$ cat config.mk
export PLATFORM = sky130hd
export DESIGN_NAME = unidade_controle
export DESIGN_NICKNAME = d
export VERILOG_FILES = /design/src/rtl/unidade_controle.sv
export SDC_FILE = /design/constraint.sdc
export NUM_CORES = 1
export LEC_CHECK = 0
export BUFFER_PORTS_ARGS = -buffer_cell sky130_fd_sc_hd__buf_2
export CAP_MARGIN = 40
export CORE_ASPECT_RATIO = 1.2
export CORE_MARGIN = 1.5
export CORE_UTILIZATION = 40
export CTS_BUF_LIST = sky130_fd_sc_hd__clkbuf_16
export DETAILED_ROUTE_END_ITERATION = 8
export GPL_TIMING_DRIVEN = 1
export MAX_ROUTING_LAYER = met4
export SYNTH_ARGS = -nofsm -noshare
export SYNTH_HDL_FRONTEND = slang
export SYNTH_SLANG_ARGS = --single-unit
$ cat constraint.sdc
create_clock -name clk -period 1.73 [get_ports clk]
set_input_delay 0.173 -clock clk [delete_from_list [all_inputs] [get_ports clk]]
set_output_delay 0.173 -clock clk [all_outputs]
set_load 0.05 [all_outputs]
$ cat src/rtl/unidade_controle.sv
// Program sequencer/decoder for memoria: fetches opcode+immediate, issues one-cycle datapath strobes,
// and holds opUla through a bounded ALU wait. All outputs registered; strobes are visible during EXECUTA.
module unidade_controle #(
    parameter int ULTIMO_END    = 5,
    parameter int LIMITE_ESPERA = 15
) (
    input  logic       clk,
    input  logic       rst_n,
    input  logic       iniciar,
    input  logic [3:0] insControle,
    input  logic [3:0] inX,
    input  logic       ula_pronto,
    output logic [3:0] count,
    output logic [3:0] dado,
    output logic       limpa,
    output logic       carregaX,
    output logic       carregaY,
    output logic [1:0] opUla,
    output logic       inicia_ula,
    output logic       fim,
    output logic       erro
);

    localparam int CW = $clog2(LIMITE_ESPERA + 1);

    typedef enum logic [2:0] {
        OCIOSO  = 3'd0,
        BUSCA   = 3'd1,
        EXECUTA = 3'd2,
        ESPERA  = 3'd3,
        FIM     = 3'd4
    } estado_t;

    estado_t         r_estado;
    estado_t         w_prox;
    logic [3:0]      r_op;
    logic [3:0]      r_count;
    logic [3:0]      r_dado;
    logic            r_limpa;
    logic            r_carregaX;
    logic            r_carregaY;
    logic [1:0]      r_opUla;
    logic            r_inicia_ula;
    logic            r_fim;
    logic            r_erro;
    logic [CW-1:0]   r_espera;

    logic [3:0]      w_op;
    logic [3:0]      w_count;
    logic [3:0]      w_dado;
    logic            w_limpa;
    logic            w_carregaX;
    logic            w_carregaY;
    logic [1:0]      w_opUla;
    logic            w_inicia_ula;
    logic            w_fim;
    logic            w_erro;
    logic [CW-1:0]   w_espera;

    logic            w_ultimo;
    logic            w_limite;

    assign w_ultimo = (r_count == 4'(ULTIMO_END));
    assign w_limite = (r_espera == CW'(LIMITE_ESPERA - 1));

    always_ff @(posedge clk or negedge rst_n) begin
        if (!rst_n) begin
            r_estado <= OCIOSO;
        end else begin
            r_estado <= w_prox;
        end
    end

    always_comb begin
        w_prox = r_estado;
        unique case (r_estado)
            OCIOSO:  if (iniciar) w_prox = BUSCA;
            BUSCA:   w_prox = EXECUTA;
            EXECUTA: begin
                case (r_op)
                    4'd0, 4'd1, 4'd2: w_prox = w_ultimo ? FIM : BUSCA;
                    4'd3, 4'd4:       w_prox = ESPERA;
                    default:          w_prox = FIM;
                endcase
            end
            ESPERA: begin
                if (ula_pronto)    w_prox = w_ultimo ? FIM : BUSCA;
                else if (w_limite) w_prox = FIM;
            end
            FIM:     if (iniciar) w_prox = BUSCA;
            default: w_prox = OCIOSO;
        endcase
    end

    // Strobes are computed from the opcode as it is fetched so that, once registered,
    // they line up with the EXECUTA cycle of that same instruction.
    always_comb begin
        w_op         = r_op;
        w_count      = r_count;
        w_dado       = r_dado;
        w_limpa      = 1'b0;
        w_carregaX   = 1'b0;
        w_carregaY   = 1'b0;
        w_opUla      = 2'b00;
        w_inicia_ula = 1'b0;
        w_fim        = r_fim;
        w_erro       = r_erro;
        w_espera     = '0;
        unique case (r_estado)
            OCIOSO: begin
                if (iniciar) begin
                    w_count = 4'd0;
                    w_fim   = 1'b0;
                    w_erro  = 1'b0;
                end
            end
            BUSCA: begin
                w_op   = insControle;
                w_dado = inX;
                case (insControle)
                    4'd0: w_limpa    = 1'b1;
                    4'd1: w_carregaX = 1'b1;
                    4'd2: w_carregaY = 1'b1;
                    4'd3: begin
                        w_opUla      = 2'b01;
                        w_inicia_ula = 1'b1;
                    end
                    4'd4: begin
                        w_opUla      = 2'b10;
                        w_inicia_ula = 1'b1;
                    end
                    default: ;
                endcase
            end
            EXECUTA: begin
                case (r_op)
                    4'd0, 4'd1, 4'd2: begin
                        if (w_ultimo) w_fim   = 1'b1;
                        else          w_count = r_count + 4'd1;
                    end
                    4'd3, 4'd4: w_opUla = r_opUla;
                    4'd5:       w_fim   = 1'b1;
                    default: begin
                        w_erro = 1'b1;
                        w_fim  = 1'b1;
                    end
                endcase
            end
            ESPERA: begin
                if (ula_pronto) begin
                    if (w_ultimo) w_fim   = 1'b1;
                    else          w_count = r_count + 4'd1;
                end else if (w_limite) begin
                    w_erro = 1'b1;
                    w_fim  = 1'b1;
                end else begin
                    w_opUla  = r_opUla;
                    w_espera = r_espera + CW'(1);
                end
            end
            FIM: begin
                if (iniciar) begin
                    w_count = 4'd0;
                    w_fim   = 1'b0;
                    w_erro  = 1'b0;
                end
            end
            default: ;
        endcase
    end

    always_ff @(posedge clk or negedge rst_n) begin
        if (!rst_n) begin
            r_op         <= 4'd0;
            r_count      <= 4'd0;
            r_dado       <= 4'd0;
            r_limpa      <= 1'b0;
            r_carregaX   <= 1'b0;
            r_carregaY   <= 1'b0;
            r_opUla      <= 2'b00;
            r_inicia_ula <= 1'b0;
            r_fim        <= 1'b0;
            r_erro       <= 1'b0;
            r_espera     <= '0;
        end else begin
            r_op         <= w_op;
            r_count      <= w_count;
            r_dado       <= w_dado;
            r_limpa      <= w_limpa;
            r_carregaX   <= w_carregaX;
            r_carregaY   <= w_carregaY;
            r_opUla      <= w_opUla;
            r_inicia_ula <= w_inicia_ula;
            r_fim        <= w_fim;
            r_erro       <= w_erro;
            r_espera     <= w_espera;
        end
    end

    assign count      = r_count;
    assign dado       = r_dado;
    assign limpa      = r_limpa;
    assign carregaX   = r_carregaX;
    assign carregaY   = r_carregaY;
    assign opUla      = r_opUla;
    assign inicia_ula = r_inicia_ula;
    assign fim        = r_fim;
    assign erro       = r_erro;

endmodule

* Word-level counts from Yosys, hierarchy flattened
Cells that the tools add are included.
Operators by class: reduce and logical (&&, ||, !) cells 14, eq/ne operators 23, $add $sub $neg 2, mux-type cells 36
Operator list (number):
- $mux W4 | 7
- $eq A4 B2 Y1 const B | 4
- $eq A4 B3 Y1 const B | 4
- $mux W1 | 14
- $mux W3 | 4
- $ne A2 B2 Y1 const B | 6
- $pmux W3 S4 | 1
- $pmux W4 S3 | 1
- $add A4 B1 Y4 const B | 2
- $eq A4 B1 Y1 const B | 2
- $logic_not A4 Y1 | 2
- $reduce_and A4 Y1 | 2
- $eq A3 B2 Y1 const B | 2
- $mux W2 | 3
- $pmux W1 S3 | 2
- $pmux W2 S3 | 1
- $pmux W3 S2 | 1
- $reduce_or A2 Y1 | 3
- $reduce_or A6 Y1 | 1
- $reduce_and A5 Y1 | 1
- $eq A4 B4 Y1 const B | 1
- $pmux W2 S2 | 1
- $reduce_and A2 Y1 | 2
- $eq A3 B1 Y1 const B | 1
- other kinds (7) | 7
Word-level totals: bits in registers 27, output and inout port bits 16, bits of input ports 12, logic and storage cells 87

* Logic depth before layout (Yosys ltp)
depth after elaboration 4, mapped depth 6, gate-level depth less buffers 6

* Worst setup path before layout
Ideal clock, no wire load.
path kind register to register, start point register r_count[1], in the netlist count[1], end point register r_count[3], in the netlist count[3], data arrival time 1.676 ns, data required time 1.586 ns, slack -0.090 ns, stages on the path, launching flop included 7, buffers on the path 0, clock period less this slack 1.820 ns, setup time 0.144 ns, path through dfrtp_1 > inv_1 > ha_1 > and3b_1 > a211o_2 > o211ai_2 > o31ai_2
Between the ends: word-level cells in the longest chain between the ends 4, elaborated cells on any way between the ends 6, classes of those cells add/sub: 1; eq/ne: 1; mux: 4
Ends and longest elaborated chain:
- start: declaration | line 37 | logic [3:0] r_count;
- start signal: assignment | line 187 | r_count <= w_count;
- $add A4 B1 Y4 / $eq A4 B3 Y1 (equally long branches) | line 139, 152, 63
- $mux W4 * | line 138, 151
- $mux W4, on equally long branches | line 150, 136
- $pmux W4 S3 * | line 109 | unique case (r_estado)
Mark *: on every way between the ends. The rest lies on a longest branch, timed or not. The select of a mux whose other input is x is not followed. A chain may end at the register's enable or synchronous reset.

* Final worst setup path
start point register r_op[0], end point register r_count[2], in the netlist count[2]
Between the ends: word-level cells in the longest chain between the ends 4, elaborated cells on any way between the ends 6, classes of those cells eq/ne: 3; reduce/logical: 3
Ends and longest elaborated chain:
- start: declaration | line 36 | logic [3:0] r_op;
- start signal: assignment | line 186 | r_op <= w_op;
- $eq A4 B1 Y1 (tied with other cells) | line 136 | case (r_op)
- $reduce_or A3 Y1 *
- $ne A2 B2 Y1 (no line) *
- $reduce_and A4 Y1 (no line) *
Mark *: on every way between the ends. The rest lies on a longest branch, timed or not.

==> qor.txt <==
Syn Area/Cell: 10.1 um2
Synth top area share: 55.5%
largest cells by area after synthesis: dfrtp_1 55%, nand2_1 9.9%, ha_1 4.1%
syn nets: 137
initial antenna violation count: 0
min Tclk post-route: 1.60 ns
most common cell in the synthesized netlist: nand2_1
# IOs: 28
HP Class: in -> reg
first-pass GRT wire length: 4.10 mm
Design Area, Final: 0.00149 mm2
Detailed Place HPWL: 1.66 mm
pre-CTS setup slack: 0.146 ns
power density cells: 1700 mW/mm2
routed vias: 964
synthesized area: 0.00122 mm2
Final Worst Setup Slack: 0.128 ns
final WL: 2.26 mm
Initial Utilization: 42.9%
Final TNS setup: 0 ns
crit start category: flop
crit-path cells: a2111o_1 -> a211o_2 -> o211ai_1 -> o31ai_1
worst-skew pair later-pin latency: 0.26 ns
Finish-stage setup viols: 0
leading area contributor after synthesis: dfrtp_1
synth warn: 0
Placed Area: 0.00140 mm2
period utilization: 92.6%
Unique masters post-synth: 32
antenna diode count: 0
Initial DRT Pass Iterations: 4
Worst Path Max Fanout: 8
RSZ-0062 raised after global routing: false
vias in the first global route: 961
chip width: 53.4 um
Hold Path Cell Cnt: 3
CTS clk-pin slew, worst paths: 0.07 ns
CP Data Required Time: 1.87 ns
H-tree depth: 1
Max Clk Rate: 0.624 GHz
full die area: 0.00338 mm2
Critical Path AT: 1.74 ns
Worst Tran Pin Value: 0.599 ns
crit path kind: reg -> reg
largest net degree at the start of global routing: 28
Final Hold Viols: 0
Worst setup EP type: flop
Num CTS Buffers: 3
Worst Hold End: dado[0]$_DFFE_PN0P_
Post-DRT Antenna Nets: 0
Setup Fix Bufs, Post-CTS: 0
Yosys reg bits: 27
Reg-to-Reg End: count[2]$_DFFE_PN0P_
Routed WL per cell: 12.1 um
Total Power: 2.53 mW
vias per inst: 5.16
CP peak stage delay: 0.44 ns
GRT Overall Usage: 16.5%
register area: 678 um2
Slew HR: 60.1%
clk sinks: 27
Fill cells: 272
Async S/R FF share, synth: 100%
layout cells sized above 1: 28.8%
number of synthesized flops with an enable pin: 0
Slowest-stage cell, CP: a2111o_1
fin. max-slew vios: 0
peak supply drop: 0.00114 V
Leak: 0.756 nW
reg-to-reg slack, setup: 0.13 ns
clock root buffer master: clkbuf_16
Die H: 63.4 um
Commonest cells post-synth: 32 x nand2_1, 27 x dfrtp_1, 11 x nor2_1, 6 x nand3_1, 6 x o21ai_0
final layout net count: 170
Finished Layout Cells: 187
Remaining DRCs: 0
I/O Buffers: 27
Worst R2R Path Depth: 4
sequential area share after synthesis: 55.5%
status: finished clean
worst hold start: inX[0]
Overflow after GRT: 0
Worst R2R Start: r_op[0]$_DFFE_PN0P_
clk buf depth: 2
row cnt: 21
Most used DFF post-synth: dfrtp_1
DRT iter0 DRCs: 35
CTS tree: yes
footprint of the multi-input gates: 526 um2
max-cap viol count: 0
Clock Skews: 0.00500 ns
core area: 0.00284 mm2
area grow syn2layout: 22.4%
Placer Congestion: 0.740
Mapped Cells: 121
Inst Count DP: 182
[where the power goes]
group	internal, mW	leakage [nW]	switching, mW
clock network	0.311	0.0409	0.206
registers	0.814	0.354	0.161
logic	0.324	0.361	0.711
total	1.45	0.756	1.08
[sequential cells by signal, indices dropped and copies added, names as in the netlist]
register    cells
erro            1
limpa           1
fim             1
opUla           2
r_op            4
r_estado        3
carregaY        1
count           4
r_espera        4
dado            4
inicia_ula      1
carregaX        1
[routing by layer]
metal	wire (um)	track usage (%)	up-vias
li1	-	-	476
met1	1080	22.1	463
met2	1070	24.8	23
met3	109	4.98	2
met4	7	2.88	0
met5	0	-	-
[cells in the final DEF (no fill, tap or decap), types with 2 or more instances in the layout]
cell type and instances:
buf_2 27, dfrtp_2 2, nor2b_1 2, nand2_1 32
nor2_1 11, nand3_1 6, or2_2 2, dfrtp_1 25
inv_1 3, a32o_1 2, o21ai_0 6, a21oi_1 5
ha_1 4, clkbuf_16 3
[worst max-delay path, delay by kind of cell (launching register included)]
family,cells,cell delay (ns)
compound gates,4,1.08
flops,1,0.41
[worst max path at each step]
stage,start,end,slack [ns],cells past startpoint
3_5_place_dp,r_op[0]$_DFFE_PN0P_,count[2]$_DFFE_PN0P_,0.15,4
4_1_cts,r_op[0]$_DFFE_PN0P_,count[3]$_DFFE_PN0P_,0.13,4
6_report,r_op[0]$_DFFE_PN0P_,count[2]$_DFFE_PN0P_,0.13,4
3_3_place_gp,r_op[0]$_DFFE_PN0P_,count[2]$_DFFE_PN0P_,0.17,4
2_1_floorplan,count[1]$_DFFE_PN0P_,count[3]$_DFFE_PN0P_,0.06,6
5_1_grt,r_op[0]$_DFFE_PN0P_,count[3]$_DFFE_PN0P_,0.01,4
[final cells by class]
cell class,instances,share of cell area [%]
Timing Repair Buffer,29,10.2
Inverter,3,0.756
Tap cell,34,2.85
Sequential cell,27,45.5
Clock buffer,3,5.04
Clock inverter,1,0.336
Multi-Input combinational cell,90,35.3
[cells by family (layout without fill, tap and decap cells)]
| kind of cell | count (synthesis) | in the layout | share of synthesized area, % |
|---|---|---|---|
| compound gates | 21 | 21 | 12.6 |
| xor+xnor | 2 | 2 | 1.44 |
| fa+ha+maj | 4 | 4 | 4.11 |
| buf+inv | 4 | 36 | 1.34 |
| flops | 27 | 27 | 55.5 |
| simple gates | 63 | 63 | 25.0 |
[stage by stage]
| step | util, % | hold WS, ns |
|---|---|---|
| 2_1_floorplan | - | -0.123 |
| 3_3_place_gp | 49.3 | 0.209 |
| 3_5_place_dp | 49.3 | 0.218 |
| 4_1_cts | 52.5 | 0.0933 |
| 5_1_grt | 52.5 | 0.105 |
| 6_report | 52.5 | 0.0990 |
[timing repair]
| action | CTS | global route |
|---|---|---|
| endpoints found under the hold margin | 27 | 0 |
| gates resized for setup | 0 | 0 |
| hold buffers | 1 | 0 |
| setup endpoints to repair | 0 | 0 |
Power figures use the tool's default switching activity.
